**config.mk**
```make
export PLATFORM = sky130hd
export DESIGN_NAME = req_grant_arbiter_n
export DESIGN_NICKNAME = d
export VERILOG_FILES = /design/src/rtl/req_grant_arbiter_n.sv
export SDC_FILE = /design/constraint.sdc
export NUM_CORES = 1
export LEC_CHECK = 0
export CAP_MARGIN = 5
export CORE_MARGIN = 10
export CORE_UTILIZATION = 52
export CTS_CLUSTER_SIZE = 20
export DETAILED_ROUTE_END_ITERATION = 8
export GPL_TIMING_DRIVEN = 0
export PLACE_DENSITY = 0.81
export SLEW_MARGIN = 10
export SYNTH_ARGS = -nofsm -noshare
export SYNTH_HDL_FRONTEND = slang
export SYNTH_SLANG_ARGS = --single-unit
export TNS_END_PERCENT = 50
```
**constraint.sdc**
```tcl
create_clock -name clk -period 5.5 [get_ports clk]
set_input_delay 1.65 -clock clk [delete_from_list [all_inputs] [get_ports clk]]
set_output_delay 1.65 -clock clk [all_outputs]
set_load 0.01 [all_outputs]
```
**src/rtl/req_grant_arbiter_n.sv**
```systemverilog
`default_nettype none
// ============================================================================
// Module  : req_grant_arbiter_n
// Brief   : N-channel request/grant arbiter, fixed-priority or round-robin,
//           registered one-hot grant held while the owner keeps requesting.
//           Optional macro HOLD_LIMIT_EN caps a grant at MAX_HOLD cycles.
// Revision: 1.0 - initial release
// ============================================================================
module req_grant_arbiter_n #(
  parameter int N        = 4,
  parameter int MAX_HOLD = 16,
  localparam int IDXW    = $clog2(N)
) (
  input  logic            clk,
  input  logic            resetn,
  input  logic            mode,
  input  logic [N-1:0]    req,
  output logic [N-1:0]    gnt,
  output logic            gnt_valid,
  output logic [IDXW-1:0] gnt_idx
);

  typedef enum logic [0:0] {
    IDLE  = 1'b0,
    GRANT = 1'b1
  } state_t;

  generate
    if (N < 2 || N > 32 || MAX_HOLD < 1) begin : g_param_check
      $error("req_grant_arbiter_n: illegal N or MAX_HOLD");
    end
  endgenerate

  state_t          r_state, w_state_nxt;
  logic [N-1:0]    r_gnt, w_gnt_nxt;
  logic [IDXW-1:0] r_idx, w_idx_nxt;
  logic [IDXW-1:0] r_last, w_last_nxt;
  logic [N-1:0]    w_cand;
  logic [N-1:0]    w_win_oh;
  logic [IDXW-1:0] w_win;
  logic            w_owner_req;
  int              w_key, w_best_key;

`ifdef HOLD_LIMIT_EN
  localparam int CNTW = $clog2(MAX_HOLD + 1);
  logic [CNTW-1:0] r_cnt, w_cnt_nxt;
  logic            r_timeout, w_timeout_nxt;
  logic [N-1:0]    w_others;

  // A timed-out owner steps aside only if someone else is waiting.
  always_comb begin
    w_others = req & ~({{(N-1){1'b0}}, 1'b1} << r_last);
    w_cand   = (r_timeout && (|w_others)) ? w_others : req;
  end
`else
  always_comb begin
    w_cand = req;
  end
`endif

  // Winner = minimum key: index itself in fixed mode, distance past last in rr.
  always_comb begin
    w_win      = '0;
    w_key      = 0;
    w_best_key = N;
    for (int i = 0; i < N; i++) begin
      w_key = mode ? ((i + N - 1 - int'(r_last)) % N) : i;
      if (w_cand[i] && (w_key < w_best_key)) begin
        w_best_key = w_key;
        w_win      = IDXW'(i);
      end
    end
    w_win_oh = {{(N-1){1'b0}}, 1'b1} << w_win;
  end

  assign w_owner_req = |(req & r_gnt);

  always_comb begin
    w_state_nxt = r_state;
    w_gnt_nxt   = r_gnt;
    w_idx_nxt   = r_idx;
    w_last_nxt  = r_last;
`ifdef HOLD_LIMIT_EN
    w_cnt_nxt     = r_cnt;
    w_timeout_nxt = r_timeout;
`endif
    case (r_state)
      IDLE: begin
`ifdef HOLD_LIMIT_EN
        w_timeout_nxt = 1'b0;
`endif
        if (|req) begin
          w_state_nxt = GRANT;
          w_gnt_nxt   = w_win_oh;
          w_idx_nxt   = w_win;
          w_last_nxt  = w_win;
`ifdef HOLD_LIMIT_EN
          w_cnt_nxt   = CNTW'(1);
`endif
        end
      end
      GRANT: begin
        if (!w_owner_req) begin
          w_state_nxt = IDLE;
          w_gnt_nxt   = '0;
          w_idx_nxt   = '0;
        end
`ifdef HOLD_LIMIT_EN
        else if (r_cnt == CNTW'(MAX_HOLD)) begin
          w_state_nxt   = IDLE;
          w_gnt_nxt     = '0;
          w_idx_nxt     = '0;
          w_timeout_nxt = 1'b1;
        end else begin
          w_cnt_nxt = r_cnt + CNTW'(1);
        end
`endif
      end
      default: begin
        w_state_nxt = IDLE;
        w_gnt_nxt   = '0;
        w_idx_nxt   = '0;
      end
    endcase
  end

  always_ff @(posedge clk or negedge resetn) begin
    if (!resetn) begin
      r_state <= IDLE;
      r_gnt   <= '0;
      r_idx   <= '0;
      r_last  <= IDXW'(N - 1);
`ifdef HOLD_LIMIT_EN
      r_cnt     <= '0;
      r_timeout <= 1'b0;
`endif
    end else begin
      r_state <= w_state_nxt;
      r_gnt   <= w_gnt_nxt;
      r_idx   <= w_idx_nxt;
      r_last  <= w_last_nxt;
`ifdef HOLD_LIMIT_EN
      r_cnt     <= w_cnt_nxt;
      r_timeout <= w_timeout_nxt;
`endif
    end
  end

  assign gnt       = r_gnt;
  assign gnt_valid = |r_gnt;
  assign gnt_idx   = r_idx;

endmodule
`default_nettype wire

```
==> results.json, run 1 <==
{
  "gp_congestion": 0.854,
  "fin_skew_ns": 0.00519,
  "slew_headroom": 0.736,
  "cp-start-kind": "input port",
  "max_clock_freq_mhz": 202,
  "setup_tns_ns": 0,
  "ys_warn_count": 0,
  "synth-edff-count": 0,
  "ctsHoldBuffers": 0,
  "drc_errors": 0,
  "hp-class": "reg2reg",
  "cts_made_buffers": 3,
  "ir_drop_mv": 0.309,
  "p_per_area_mw_per_mm2": 544,
  "finalSetupViolCount": 0,
  "worstPathArrival_ns": 5.10,
  "cp_max_fo": 6,
  "grt_max_degree": 11,
  "drive_above_1_share": 0.176,
  "hold_viol_final": 0,
  "period_needed_ns": 4.95,
  "drt-initial-drc-count": 6,
  "syn_area_sq_um": 676,
  "grt_pass1_wl_microns": 2430,
  "cap_violations": 0,
  "multi_input_area_sq_um": 422,
  "h-tree-depth": 1,
  "syn-mean-instance-area_sq_um": 9.79,
  "status": "complete, no violations",
  "coreArea_sq_mm": 0.00117,
  "row_count": 12,
  "gr-total-overflow": 0,
  "required_ns": 5.64,
  "routed_wl_microns": 1430,
  "clk_transition_reported_paths_ns": 0.06,
  "synth_cell_types": 40,
  "p_leak_nw": 0.362,
  "seqCellArea_sq_um": 228,
  "synth_fp_nets": 79,
  "die_height_microns": 56.0,
  "cts_tree": "done",
  "endpoint_kind": "flop",
  "cts_sinks": 9,
  "finalPower_uw": 457,
  "cts_repair_resize_count": 0,
  "synth_top_cell_by_area": "dfrtp_1",
  "dr.pass1.iters": 4,
  "yosysSeqAreaShare": 0.337,
  "start_util": 0.577,
  "nFillCells": 96,
  "reg2regPathDepth": 17,
  "grt_use_total": 0.0916,
  "clk_latency_ns": 0.26,
  "whs_path_depth": 1,
  "grt_pass1_vias": 556,
  "antenna_found_initial": 0,
  "die_w_microns": 56.0,
  "whs_ns": 0.488,
  "post-route-util": 0.717,
  "dp.cells": 95,
  "vias_per_cell": 5.92,
  "holdPathEnd": "gnt_idx[1]",
  "min_from": "gnt_idx[1]",
  "final_cells": 99,
  "criticalPathCategory": "in2reg",
  "dp_hpwl_microns": 1140,
  "synthFlopType": "dfrtp_1",
  "area_growth_pct": 24.3,
  "cts_buffer_depth": 2,
  "worstMarginPinSlew_ns": 0.396,
  "regToRegSetupSlack_ns": 1.77,
  "async_reset_ff_frac": 1.00,
  "post-route-period-util": 0.900,
  "rsz0062_at_grt": "no",
  "nets": 96,
  "diodes": 0,
  "dr_total_vias": 586,
  "slew_viol_final": 0,
  "netlist_instances": 69,
  "cts-root-buf": "clkbuf_4",
  "timing.rr.end": "gnt_idx[1]",
  "die_area_sq_mm": 0.00314,
  "ys_ff_latch": 9,
  "portBuffers": 12,
  "io_pins": 14,
  "reg2reg_from": "r_last[0]",
  "cts_setup_buffers": 0,
  "synth_top_area_share": 0.259,
  "routedWlPerCell_microns": 14.5,
  "ant_nets": 0,
  "netlist_top_cells_area": "dfrtp_1 (26%), dfstp_2 (7.8%), ha_1 (5.6%)"
}
per-layer routing:
metal  vias to the layer above  GRT usage  share of wire  wire, microns
met5                         -          0              0              0
met4                         0     0.0205         0.0042              6
met3                         2     0.0478          0.077            110
met2                        15      0.135           0.43            620
met1                       269      0.113           0.48            694
li1                        300          -              -              -
cell families (layout without fill, tap and decap cells):
| family | after synthesis | in the layout | share of synthesized area |
|---|---|---|---|
| adders and majority gates | 3 | 3 | 0.0556 |
| muxes | 1 | 1 | 0.0167 |
| xor gates and xnor gates | 1 | 1 | 0.0130 |
| DFF | 9 | 9 | 0.337 |
| AOI/OAI and AO/OA | 25 | 25 | 0.298 |
| and+or+nand+nor | 25 | 25 | 0.241 |
| buffers and inverters | 5 | 21 | 0.0389 |
worst max path at each step:
stage          slack, ns    from    endpoint  cells after the start
2_1_floorplan       1.01  req[0]  gnt_idx[1]                     16
3_3_place_gp        0.34    mode  gnt_idx[1]                     16
3_5_place_dp        0.29    mode  gnt_idx[1]                     16
4_1_cts             0.55    mode  gnt_idx[1]                     16
5_1_grt             0.31    mode  gnt_idx[0]                     15
6_report            0.55    mode  gnt_idx[1]                     16
stage by stage:
stage                     worst slack, ns  instance area (sq um)
after global placement              0.342                    813
after global routing                0.307                    840
after CTS                           0.550                    840
after detailed placement            0.293                    813
final                               0.548                    840
after floorplan                      1.01                    676
cells in the mapped netlist (2+ instances only):
master	number
inv_1	3
dfrtp_1	7
nand2_1	4
nor3_1	3
a22o_1	2
a32o_1	2
ha_1	3
dfstp_2	2
o21ai_0	4
a21oi_1	3
nor2_1	4
a211o_1	2
nand3b_1	2
nand2b_1	2
report_power, final:
group          internal, mW  switching (mW)
registers             0.101          0.0252
clock network        0.0278          0.0209
logic                 0.146           0.136
layout make-up:
cell class | instances | area share
multi-input combinational | 55 | 0.502
sequential | 9 | 0.271
timing repair buffer | 12 | 0.143
clock buffer | 4 | 0.0313
tap | 14 | 0.0209
buffer | 2 | 0.0179
inverter | 3 | 0.0134
cell usage in the layout, fill, tap and decap left out, drive strengths merged, types with 3 or more instances in the layout:
cell and count:
inv 3, nor2 6, clkdlybuf4s50 12, nand2 4, a21oi 4, dfrtp 7, nor3 3, clkbuf 5
ha 3, o21ai 5
worst max-delay path, cell delays in order:
cell and delay [ns]:
clkdlybuf4s50_1 0.51, nand3b_1 0.11, ha_1 0.30, nand2_1 0.05, o211ai_1 0.27, mux2_2 0.39, ha_1 0.30, o22ai_1 0.22
o21ai_4 0.12, nand2_1 0.09, o21ai_0 0.09, ha_1 0.32, o21ai_0 0.08, a32oi_1 0.22, nor2_1 0.11, a211o_1 0.29
registers in the layout, indices dropped and copies added, names as in the netlist:
| name | cells |
|---|---|
| gnt | 4 |
| r_last | 2 |
| gnt_idx | 2 |
| r_state | 1 |
Note: power is estimated with default switching activity, not from simulation.
==> run 2: changes to the inputs <==
- CELL_PAD_IN_SITES_DETAIL_PLACEMENT: default -> 2
- CELL_PAD_IN_SITES_GLOBAL_PLACEMENT: default -> 2
- CORE_ASPECT_RATIO: default -> 1.2
- CORE_UTILIZATION: 52 -> 32
- PLACE_DENSITY: 0.81 -> default
- PLACE_DENSITY_LB_ADDON: default -> 0.1
==> run 2 against run 1 <==
Compared with the run above:
- sequential power barely moved
- via count rose by 6.0%
- critical path type unchanged
- clock power rose by 2%
- maximum frequency fell by 2.9%
- largest cell class unchanged
==> results.json, run 2 (synthesized netlist as in run 1, its figures left out) <==
{
  "routed_wl_microns": 1920,
  "cts_tree": "done",
  "p_comb_frac": 0.625,
  "reg2reg_from": "r_last[0]",
  "finalSetupViolCount": 0,
  "routedWlPerCell_microns": 18.3,
  "die_area_sq_mm": 0.00436,
  "internal_power_uw": 276,
  "grt_use_total": 0.0975,
  "seqCellArea_sq_um": 228,
  "p_clk_frac": 0.105,
  "finalPower_uw": 474,
  "setup_tns_ns": 0,
  "cp_max_fo": 6,
  "sw_frac_of_total": 0.419,
  "gp_congestion": 0.696,
  "holdPathEnd": "gnt_idx[1]",
  "rsz0062_at_grt": "no",
  "cts_repair_resize_count": 0,
  "ctsHoldBuffers": 0,
  "coreArea_sq_mm": 0.00203,
  "grtUsageMet3": 0.0344,
  "antenna_found_initial": 0,
  "period_needed_ns": 5.10,
  "max_clock_freq_mhz": 196,
  "drc_errors": 0,
  "cts_made_buffers": 3,
  "placed_area_sq_um": 821,
  "regToRegSetupSlack_ns": 1.63,
  "fin_skew_ns": 0.00657,
  "cts-root-buf": "clkbuf_4",
  "grt_max_degree": 11,
  "dr_total_vias": 621,
  "whs_path_depth": 1,
  "largest_reg_flops": 4,
  "io_pins": 14,
  "h-tree-depth": 1,
  "gr-total-overflow": 0,
  "row_count": 18,
  "cap_violations": 0,
  "portBuffers": 12,
  "p_leak_nw": 0.362,
  "slew_headroom": 0.702,
  "endpoint_kind": "flop",
  "final_common_cell": "clkdlybuf4s50_1",
  "drive_above_1_share": 0.176,
  "diodes": 0,
  "vias_per_cell": 5.91,
  "critPathMaxStageDelay_ns": 0.45,
  "reg2regPathDepth": 17,
  "ant_nets": 0,
  "crit_chain": "clkdlybuf4s50_1 > nand2_1 > inv_1 > ha_1 > nand2_1 > o211ai_1 > mux2_2 > ha_1 > and4bb_1 > o21ai_4 > nand2_1 > o21ai_0 > ha_1 > o21ai_0 > a32oi_1 > nor2_1 > a211o_1",
  "die_height_microns": 70.3,
  "worstPathArrival_ns": 5.24,
  "seqPwrFrac": 0.271,
  "multi_input_area_sq_um": 422,
  "nets": 96,
  "busiest_layer": "met2",
  "slew_viol_final": 0,
  "layout_common_cells": "clkdlybuf4s50_1 (12), dfrtp_1 (7), nand2_1 (4), o21ai_0 (4), nor2_1 (4)",
  "cts_buffer_depth": 2,
  "die_w_microns": 61.9,
  "drt-initial-drc-count": 2,
  "dr.pass1.iters": 2,
  "cts_sinks": 9,
  "p_sw_uw": 199,
  "cp-start-kind": "input port",
  "timing.rr.end": "gnt_idx[1]",
  "criticalPathCategory": "in2reg",
  "clk_latency_ns": 0.26,
  "post-route-period-util": 0.927,
  "slowest_stage": "clkdlybuf4s50_1",
  "hold_viol_final": 0,
  "final_area_sq_um": 847,
  "cts_setup_buffers": 0,
  "status": "complete, no violations",
  "area_growth_pct": 25.4,
  "hp-class": "reg2reg",
  "clk_transition_reported_paths_ns": 0.06,
  "use_met1": 0.110,
  "ir_drop_mv": 0.236,
  "grt_pass1_wl_microns": 3350,
  "p_per_area_mw_per_mm2": 560,
  "grtUsageMet2": 0.159,
  "nFillCells": 237,
  "worstMarginPinSlew_ns": 0.446,
  "min_from": "gnt_idx[1]",
  "grt_pass1_vias": 703,
  "start_util": 0.333,
  "dp_hpwl_microns": 1590,
  "required_ns": 5.65
}
[run 2: area by class of cell]
cell class / instances / share of cell area
Inverter: 3 / 0.0133
Sequential cell: 9 / 0.269
Buffer: 2 / 0.0177
Multi-Input combinational cell: 55 / 0.498
Clock buffer: 4 / 0.0310
Tap cell: 20 / 0.0295
Timing Repair Buffer: 12 / 0.142
[run 2: power by group through the flow]
| stage | Combinational, mW | Sequential (mW) | Clock, mW |
|---|---|---|---|
| 6_report | 0.296 | 0.128 | 0.0496 |
| 3_3_place_gp | 0.292 | 0.129 | 0 |
| 3_5_place_dp | 0.298 | 0.130 | 0 |
| 4_1_cts | 0.300 | 0.129 | 0.0522 |
| 5_1_grt | 0.334 | 0.134 | 0.0552 |
| 2_1_floorplan | 0.186 | 0.131 | 0 |
[run 2: how the worst max path moves through the flow]
stage                     startpoint         end  depth (start not counted)
after floorplan               req[0]  gnt_idx[1]                         16
after global routing            mode  gnt_idx[1]                         17
final                           mode  gnt_idx[1]                         17
after global placement          mode  gnt_idx[0]                         16
after detailed placement        mode  gnt_idx[1]                         17
after CTS                       mode  gnt_idx[0]                         16
[run 2: stage by stage]
step / util / std cells / hold slack [ns] / setup WS, ns
CTS: 0.418 / 105 / 0.502 / 0.414
global placement: 0.405 / 101 / 0.484 / 0.274
floorplan: - / 69 / 0.512 / 1.01
global route: 0.418 / 105 / 0.539 / 0.106
finish: 0.418 / 105 / 0.498 / 0.401
detailed placement: 0.405 / 101 / 0.483 / 0.151
[run 2: worst max-delay path, delay by kind of cell]
kind                       cells  cell delay, ns
muxes                          1            0.40
AOI/OAI and AO/OA              6            1.14
buffers and inverters          2            0.51
adders and majority gates      3            0.82
and+or+nand+nor                5            0.72
[run 2: metal layers]
layer	wire (microns)	vias to the layer above
li1	-	295
met5	0	-
met1	775	314
met4	5	0
met3	126	2
met2	1020	10
==> run 3: changes to the inputs <==
- CORE_ASPECT_RATIO: 1.2 -> 1.1
- GPL_TIMING_DRIVEN: 0 -> default
==> run 3 against run 2 <==
Compared with the run above:
- sequential power is 9% higher
- sequential cell count stayed put
- count of clock-buffer cells in the layout stayed put
- non-clock buffer count stayed put
- first-iteration DRC count grew to 8.0 times the previous value
- critical path depth is 1 lower
- final cell count is 7.6% higher
- worst hold slack better by 0.0018 ns
- sequential share of layout area is 0.39 points lower
- global-route usage is 0.42 points higher
- critical path type unchanged
- highest routed layer unchanged
==> results.json, run 3 (synthesized netlist as in run 1, its figures left out) <==
{
  "status": "complete, no violations",
  "placed_area_sq_um": 833,
  "rsz0062_at_grt": "no",
  "hp-class": "reg2reg",
  "cts-root-buf": "clkbuf_4",
  "hold_viol_final": 0,
  "gr-total-overflow": 0,
  "ir_drop_mv": 0.276,
  "p_leak_nw": 0.363,
  "grt_pass1_vias": 661,
  "worstPathArrival_ns": 5.24,
  "slew_headroom": 0.720,
  "die_area_sq_mm": 0.00435,
  "cts_repair_resize_count": 0,
  "drive_above_1_share": 0.176,
  "setup_tns_ns": 0,
  "grt_max_degree": 11,
  "nets": 96,
  "dp_hpwl_microns": 1690,
  "cp_max_fo": 6,
  "portBuffers": 13,
  "clk_transition_reported_paths_ns": 0.06,
  "ant_nets": 0,
  "grt_pass1_wl_microns": 3440,
  "io_pins": 14,
  "fin_skew_ns": 0.000429,
  "drc_errors": 0,
  "coreArea_sq_mm": 0.00200,
  "post-route-util": 0.430,
  "cts_sinks": 9,
  "die_height_microns": 68.2,
  "period_needed_ns": 5.09,
  "finalSetupViolCount": 0,
  "endpoint_kind": "flop",
  "cts_tree": "done",
  "p_per_area_mw_per_mm2": 555,
  "final_common_cell": "clkdlybuf4s50_1",
  "slew_viol_final": 0,
  "cap_violations": 0,
  "criticalPathCategory": "in2reg",
  "routed_wl_microns": 2100,
  "vias_per_cell": 5.36,
  "drt-initial-drc-count": 16,
  "h-tree-depth": 1,
  "post-route-period-util": 0.926,
  "die_w_microns": 63.8,
  "largest_reg_flops": 4,
  "cts_buffer_depth": 2,
  "dr.pass1.iters": 4,
  "ctsHoldBuffers": 0,
  "final_area_sq_um": 860,
  "grt_use_total": 0.102,
  "dp.cells": 109,
  "diodes": 0,
  "area_growth_pct": 27.2,
  "cp-start-kind": "input port",
  "clk_latency_ns": 0.25,
  "row_count": 17,
  "start_util": 0.338,
  "required_ns": 5.64,
  "routedWlPerCell_microns": 18.6,
  "antenna_found_initial": 0,
  "dr_total_vias": 606,
  "cts_made_buffers": 3,
  "layout_common_cells": "clkdlybuf4s50_1 (13), dfrtp_1 (7), nand2_1 (4), o21ai_0 (4), nor2_1 (4)",
  "gp_congestion": 0.743,
  "max_clock_freq_mhz": 196,
  "final_cells": 113,
  "worstMarginPinSlew_ns": 0.418,
  "cts_setup_buffers": 0
}
## run 3: cell types whose count changed in the layout (fill, tap and decap cells not counted), sizes merged
cell and delta:
clkdlybuf4s50 +1, clkbuf -1
## run 3: critical path: stages
cell and delay (ns):
clkdlybuf4s50_1 0.52, nand3b_1 0.11, ha_1 0.30, nand2_1 0.05, o211ai_1 0.31, mux2_2 0.40, ha_1 0.30, o22ai_1 0.22
o21ai_4 0.12, nand2_1 0.10, o21ai_0 0.09, ha_1 0.32, o21ai_0 0.10, a32oi_1 0.23, nor2_1 0.12, a211o_1 0.28
## run 3: path summary, 6_finish.rpt
path                            start    endpoint  slack [ns]  cells after the start
max                              mode  gnt_idx[1]        0.41                     16
max reg2reg                 r_last[0]  gnt_idx[1]        1.61                     17
max in group asynchronous      resetn   r_last[0]        3.48                      1
min in group asynchronous      resetn      gnt[3]        1.69                      1
min                        gnt_idx[1]  gnt_idx[1]        0.50                      1
min reg2reg                gnt_idx[1]  gnt_idx[1]        0.50                      1
## run 3: layer usage
metal  up-vias  share of wire  GRT usage
met2        10           0.54      0.179
li1        295              -          -
met4         0          0.011     0.0492
met1       297           0.42      0.116
met5         -              0          0
met3         4          0.029     0.0212
## run 3: area by class of cell
class / count / area (sq um)
Clock buffer: 4 / 26.3
Fill cell: 240 / 1140
Inverter: 3 / 11.3
Multi-Input combinational cell: 55 / 422
Sequential cell: 9 / 228
Tap cell: 28 / 35.0
Timing Repair Buffer: 14 / 138
## run 3: report_power, final
part           switching, mW  internal, mW  total [mW]  leakage (nW)
Combinational          0.142         0.146       0.288         0.237
Sequential            0.0383         0.101       0.139         0.112
Clock                 0.0216        0.0279      0.0495        0.0150
Total                  0.202         0.275       0.477         0.363
## run 3: stage by stage
step / hold WS (ns) / setup slack [ns] / power, mW
after floorplan: 0.512 / 1.01 / 0.317
after global placement: 0.481 / 0.210 / 0.419
after detailed placement: 0.496 / 0.125 / 0.429
after CTS: 0.509 / 0.399 / 0.484
after global routing: 0.522 / 0.175 / 0.524
final: 0.500 / 0.406 / 0.477
